## config.mk

```make
export PLATFORM = sky130hd
export DESIGN_NAME = mnist_seq_ctrl
export DESIGN_NICKNAME = d
export VERILOG_FILES = /design/src/rtl/mnist_pkg.sv /design/src/rtl/layer_addr_ctr.sv /design/src/rtl/mnist_seq_ctrl.sv
export SDC_FILE = /design/constraint.sdc
export NUM_CORES = 1
export LEC_CHECK = 0
export CORE_ASPECT_RATIO = 1.25
export CORE_MARGIN = 2
export CORE_UTILIZATION = 28
export CTS_BUF_LIST = sky130_fd_sc_hd__clkbuf_8
export CTS_CLUSTER_DIAMETER = 60
export DETAILED_ROUTE_END_ITERATION = 10
export PLACE_DENSITY = 0.58
export SLEW_MARGIN = 5
export SYNTH_ARGS = -nofsm -noshare
export SYNTH_HDL_FRONTEND = slang
export SYNTH_SLANG_ARGS = --single-unit
```

## constraint.sdc

```tcl
create_clock -name clk -period 3.6 [get_ports clk]
set_clock_uncertainty 0.1 [all_clocks]
set_input_delay 0.36 -clock clk [delete_from_list [all_inputs] [get_ports clk]]
set_output_delay 0.36 -clock clk [all_outputs]
set_load 0.005 [all_outputs]
```

## src/rtl/mnist_pkg.sv

```systemverilog
// Shared constants and sequencer state encoding for the MNIST inference datapath.
package mnist_pkg;

    localparam int N_IN  = 784;
    localparam int N_HID = 32;
    localparam int N_OUT = 10;
    localparam int CTR_W = 32;

    typedef enum logic [2:0] {
        ST_IDLE     = 3'd0,
        ST_L1       = 3'd1,
        ST_L1_DRAIN = 3'd2,
        ST_ACT      = 3'd3,
        ST_L2       = 3'd4,
        ST_L2_DRAIN = 3'd5,
        ST_DONE     = 3'd6
    } seq_state_t;

endpackage

```

## src/rtl/layer_addr_ctr.sv

```systemverilog
// Per-layer address walker: issues addresses 0..LAST, clears the accumulator on
// entry and re-times valid/idx/bias by one cycle to line up with the memory's
// registered read port.
module layer_addr_ctr #(
    parameter int               CTR_W = 32,
    parameter logic [CTR_W-1:0] LAST  = {CTR_W{1'b0}}
) (
    input  logic             clk,
    input  logic             reset_n,
    input  logic             clear,
    input  logic             enter,
    input  logic             active,
    input  logic             hold,
    output logic             last_issue,
    output logic [CTR_W-1:0] ctr,
    output logic             acc_clr,
    output logic             valid,
    output logic [CTR_W-1:0] idx,
    output logic             bias
);

    logic issue;
    logic at_last;

    // Issue qualification and last-address detect from the registered counter.
    always_comb begin
        issue      = active & ~hold;
        at_last    = (ctr == LAST);
        last_issue = issue & at_last;
    end

    // Counter, entry clear and one-cycle read-latency alignment registers.
    always_ff @(posedge clk or negedge reset_n) begin
        if (!reset_n) begin
            ctr     <= {CTR_W{1'b0}};
            acc_clr <= 1'b0;
            valid   <= 1'b0;
            idx     <= {CTR_W{1'b0}};
            bias    <= 1'b0;
        end else if (clear) begin
            ctr     <= {CTR_W{1'b0}};
            acc_clr <= 1'b0;
            valid   <= 1'b0;
            idx     <= {CTR_W{1'b0}};
            bias    <= 1'b0;
        end else begin
            acc_clr <= enter;
            valid   <= issue;
            bias    <= issue & at_last;
            if (enter) begin
                ctr <= {CTR_W{1'b0}};
            end else if (issue && (ctr < LAST)) begin
                // Saturates at LAST: the bias address is issued once, never wrapped past.
                ctr <= ctr + {{(CTR_W-1){1'b0}}, 1'b1};
            end else begin
                ctr <= ctr;
            end
            // idx only moves with a fresh word so it stays stable while valid is low.
            if (issue) begin
                idx <= ctr;
            end else begin
                idx <= idx;
            end
        end
    end

endmodule

```

## src/rtl/mnist_seq_ctrl.sv

```systemverilog
// Two-layer MNIST inference sequencer: walks layer-1 weights, fires the hidden
// activation, walks layer-2 weights and signals completion.
module mnist_seq_ctrl #(
    parameter int N_IN  = mnist_pkg::N_IN,
    parameter int N_HID = mnist_pkg::N_HID,
    parameter int CTR_W = mnist_pkg::CTR_W
) (
    input  logic             clk,
    input  logic             reset_n,
    input  logic             start,
    input  logic             abort,
    input  logic             hold,
    output logic             busy,
    output logic [CTR_W-1:0] ctr1,
    output logic [CTR_W-1:0] ctr2,
    output logic             acc_clr1,
    output logic             acc_clr2,
    output logic             l1_valid,
    output logic             l2_valid,
    output logic [CTR_W-1:0] l1_idx,
    output logic [CTR_W-1:0] l2_idx,
    output logic             l1_bias,
    output logic             l2_bias,
    output logic             relu_en,
    output logic             done
);

    import mnist_pkg::*;

    seq_state_t state;
    logic       enter1;
    logic       enter2;
    logic       active1;
    logic       active2;
    logic       last1;
    logic       last2;

    // Layer entry and activity decode from the current state.
    always_comb begin
        enter1  = (state == ST_IDLE) & start & ~abort;
        enter2  = (state == ST_ACT) & ~abort;
        active1 = (state == ST_L1);
        active2 = (state == ST_L2);
    end

    layer_addr_ctr #(
        .CTR_W (CTR_W),
        .LAST  (CTR_W'(N_IN))
    ) u_l1 (
        .clk        (clk),
        .reset_n    (reset_n),
        .clear      (abort),
        .enter      (enter1),
        .active     (active1),
        .hold       (hold),
        .last_issue (last1),
        .ctr        (ctr1),
        .acc_clr    (acc_clr1),
        .valid      (l1_valid),
        .idx        (l1_idx),
        .bias       (l1_bias)
    );

    layer_addr_ctr #(
        .CTR_W (CTR_W),
        .LAST  (CTR_W'(N_HID))
    ) u_l2 (
        .clk        (clk),
        .reset_n    (reset_n),
        .clear      (abort),
        .enter      (enter2),
        .active     (active2),
        .hold       (hold),
        .last_issue (last2),
        .ctr        (ctr2),
        .acc_clr    (acc_clr2),
        .valid      (l2_valid),
        .idx        (l2_idx),
        .bias       (l2_bias)
    );

    // Sequencer FSM with registered busy, relu_en and done strobes; abort wins over everything.
    always_ff @(posedge clk or negedge reset_n) begin
        if (!reset_n) begin
            state   <= ST_IDLE;
            busy    <= 1'b0;
            relu_en <= 1'b0;
            done    <= 1'b0;
        end else if (abort) begin
            state   <= ST_IDLE;
            busy    <= 1'b0;
            relu_en <= 1'b0;
            done    <= 1'b0;
        end else begin
            relu_en <= 1'b0;
            done    <= 1'b0;
            case (state)
                ST_IDLE: begin
                    if (start) begin
                        state <= ST_L1;
                        busy  <= 1'b1;
                    end else begin
                        state <= ST_IDLE;
                        busy  <= 1'b0;
                    end
                end
                ST_L1: begin
                    if (last1) begin
                        state <= ST_L1_DRAIN;
                    end else begin
                        state <= ST_L1;
                    end
                end
                ST_L1_DRAIN: begin
                    // The bias word lands this cycle; activation follows once it is accumulated.
                    state   <= ST_ACT;
                    relu_en <= 1'b1;
                end
                ST_ACT: begin
                    state <= ST_L2;
                end
                ST_L2: begin
                    if (last2) begin
                        state <= ST_L2_DRAIN;
                    end else begin
                        state <= ST_L2;
                    end
                end
                ST_L2_DRAIN: begin
                    state <= ST_DONE;
                    done  <= 1'b1;
                end
                ST_DONE: begin
                    state <= ST_IDLE;
                    busy  <= 1'b0;
                end
                default: begin
                    state <= ST_IDLE;
                    busy  <= 1'b0;
                end
            endcase
        end
    end

endmodule

```

==> impl_metrics.tcl <==
set metrics [dict create \
    outcome "complete, no violations" \
    critPathLaunchType "flip-flop" \
    grt_use_met3_pct 4.38 \
    yosysSeqAreaShare_pct 62.7 \
    start_util_pct 28.6 \
    netlist_area_sq_mm 0.00559 \
    grt_usage_pct 15.2 \
    fin_util_pct 39.4 \
    slowest_delay_ns 0.61 \
    tightest_slew_ns 0.694 \
    fp-row-count 57 \
    critPathMaxFanout 31 \
    wirelength_microns 15400 \
    clk-insertion-delay-late_ns 0.43 \
    gp_congestion 0.823 \
    drc_errors 0 \
    drtPass1Iterations 7 \
    cts_buffers 17 \
    rr_endpoint "u_l1.ctr[2]$_DFFE_PN0P_" \
    antenna_found_initial 0 \
    wl_per_cell_microns 16.1 \
    antenna_cells 0 \
    relSlewSlack_pct 53.3 \
    ys_types 40 \
    hold_violations 0 \
    synth_area_leaders "dfrtp_1 63%, nand2_1 8.9%, a21oi_1 6.5%" \
    fin_crit_ns 2.71 \
    nFillCells 1953 \
    grt_use_met1_pct 18.7 \
    hp-class "in -> reg" \
    coreArea_sq_mm 0.0195 \
    worstSetupEndpoint "u_l1.ctr[2]$_DFFE_PN0P_" \
    seq_power_share_pct 53.2 \
    vias 4505 \
    grt_overflow_total 0 \
    critPathLaunch "state[1]$_DFF_PN0_" \
    end_kind "flip-flop" \
    min_period_over_period_pct 75.1 \
    grt_max_degree 84 \
    cp_top_family "simple AND/OR/NAND/NOR gates" \
    clock-sinks 140 \
    r2r_cells 6 \
    io_buffers 141 \
    io-pin-count 142 \
    synth_nets 555 \
    p_int_mw 2.30 \
    drive_above_1_share_pct 7.03 \
    drv_slew 0 \
    p_per_area_mw_per_mm2 385 \
    dp_hpwl_microns 10600 \
    syn_inst 546 \
    viasPerCell 4.68 \
    crit_chain "nor4b_4 -> buf_4 -> nand3_1 -> nor3_2 -> a21oi_1 -> a31o_2" \
    area_delta_synth_final_pct 37.9 \
    drtAntennaViolNets 0 \
    clk_pin_slew_ns 0.08 \
    max_cap_viol_count 0 \
    path_class "reg -> reg" \
    slowest_stage "dfrtp_1" \
    cp_num_cells 6 \
    finalSetupTns_ns 0 \
    arrival_ns 2.93 \
    path_buf_inv 1 \
    clock-root-buffer "clkbuf_8" \
    die_w_microns 130 \
    worstPathRequired_ns 3.83 \
    grtUsageMet2_pct 26.2 \
    cts_tree "built" \
    comb_power_share_pct 3.8 \
    p_leak_nw 3.23 \
    avgSynthCellArea_sq_um 10.2 \
    grt_pass1_vias 4589 \
    die_y_microns 162 \
    cts.repair.resized 0 \
    clkPwrFrac_pct 43.0 \
    top_usage_layer "met2" \
    synth_area_leader_cell "dfrtp_1" \
    seq_area_sq_mm 0.00350 \
    dieArea_sq_mm 0.0211 \
    ys_seq_elements 140 \
    setup_viol 0 \
    vdd_drop_max_uv 283 \
    cts_max_path_buffers 2 \
    rsz0062_at_grt "false" \
    first_iter_violations 288 \
    p_sw_mw 0.666 \
    fmax_ghz 0.370 \
    multi_input_area_sq_mm 0.00194 \
    grt_pass1_wl_microns 25100 \
    yosys.area.top_type_share_pct 62.7 \
    synth_warnings 0 \
    htreeDepth 4 \
    switching_share_pct 22.4 \
    rr_startpoint "state[1]$_DFF_PN0_" \
    reg2reg_slack_ns 0.89 \
    fin_nets 695 \
]
-- kinds of logic (layout without fill, tap and decap cells) --
logic type,count (synthesis),after routing,synth area share (%)
mux,4,4,0.716
flops,140,140,62.7
simple gates,267,267,23.8
fa+ha+maj,4,4,0.895
compound gates,86,86,8.44
buf+inv,40,191,2.73
xor+xnor,5,5,0.783
-- how the worst min path moves through the flow --
stage | start | end | slack [ns] | cells after the start
global placement | reset_n | u_l1.valid$_DFF_PN0_ | 0.25 | 1
detailed placement | reset_n | u_l1.valid$_DFF_PN0_ | 0.26 | 1
finish | abort | busy$_DFFE_PN0P_ | 0.32 | 2
global route | abort | u_l1.bias$_DFF_PN0_ | 0.36 | 2
CTS | abort | busy$_DFFE_PN0P_ | 0.30 | 2
floorplan | reset_n | busy$_DFFE_PN0P_ | -0.04 | 0
-- power by group through the flow --
| stage | logic [mW] | clock network, mW | registers [mW] |
|---|---|---|---|
| floorplan | 0.0520 | 0 | 1.61 |
| global placement | 0.113 | 0 | 1.61 |
| detailed placement | 0.117 | 0 | 1.61 |
| CTS | 0.118 | 1.31 | 1.58 |
| global route | 0.129 | 1.39 | 1.58 |
| finish | 0.114 | 1.28 | 1.58 |
-- metrics by stage --
stage	worst slack, ns	hold slack, ns	total power, mW	cell area [sq um]	instances
after detailed placement	0.710	0.260	1.73	7310	931
after global placement	0.787	0.253	1.72	7310	931
after global routing	0.719	0.356	3.09	7710	962
final	0.895	0.320	2.97	7710	962
after floorplan	1.42	-0.0356	1.66	5590	546
after CTS	0.898	0.304	3.01	7710	962
-- area by class of cell --
class,instances,area share [%]
clock buffers,19,3.39
well taps,265,4.30
flip-flops and latches,140,45.5
repair buffers,152,19.5
multi-input cells,366,25.2
clock inverters,11,1.67
inverters,9,0.438
-- Yosys cell counts --
library cell / instances
nor4bb_1: 1
a221oi_1: 2
and2_1: 49
o21a_1: 1
and3_1: 3
clkbuf_1: 29
xnor2_1: 5
a21oi_1: 73
o21ai_0: 1
o31ai_1: 1
nor4_1: 16
nand3b_1: 2
or3_1: 3
nand2b_1: 1
nor2b_1: 3
a31o_2: 3
ha_1: 4
nand4b_1: 1
or4_1: 3
nand3_1: 8
nand3_2: 1
nor4b_1: 2
buf_2: 2
dfrtp_1: 140
nor4b_2: 1
a32o_1: 1
nor2_1: 24
inv_1: 9
nor4b_4: 1
a21o_1: 2
a22oi_1: 1
nand4_1: 8
nor3_1: 2
and3b_1: 1
nor3_2: 2
or2_2: 1
and4_4: 1
o32a_1: 1
nand2_1: 133
mux2i_1: 4
-- registers in the layout, indices dropped and copies added, names as in the netlist, 3 cells and up --
name	count
u_l1.ctr	32
state	3
u_l1.idx	32
u_l2.ctr	32
u_l2.idx	32
-- layer usage --
| metal | vias up | wire length [microns] |
|---|---|---|
| li1 | 2109 | - |
| met1 | 2233 | 6480 |
| met2 | 154 | 7940 |
| met3 | 9 | 883 |
| met4 | 0 | 146 |
| met5 | - | 0 |
-- placed cells by master (no fill, tap or decap), drive strengths merged, types with 3 or more instances in the layout --
| cell | synthesis | layout |
|---|---|---|
| a21oi | 73 | 73 |
| a31o | 3 | 3 |
| and2 | 49 | 49 |
| and3 | 3 | 3 |
| buf | 2 | 12 |
| bufinv | 0 | 3 |
| clkbuf | 29 | 19 |
| clkdlybuf4s50 | 0 | 139 |
| clkinv | 0 | 4 |
| dfrtp | 140 | 140 |
| ha | 4 | 4 |
| inv | 9 | 12 |
| mux2i | 4 | 4 |
| nand2 | 133 | 133 |
| nand3 | 9 | 9 |
| nand4 | 8 | 8 |
| nor2 | 24 | 24 |
| nor2b | 3 | 3 |
| nor3 | 4 | 4 |
| nor4 | 16 | 16 |
| nor4b | 4 | 4 |
| or3 | 3 | 3 |
| or4 | 3 | 3 |
| xnor2 | 5 | 5 |
-- what timing repair did --
item	in CTS	in global routing
hold endpoints to repair	57	0
hold buffers	1	0
buffers inserted	0	0
endpoints found under the setup margin	0	0
No activity file was read; power rests on OpenSTA's default activity.
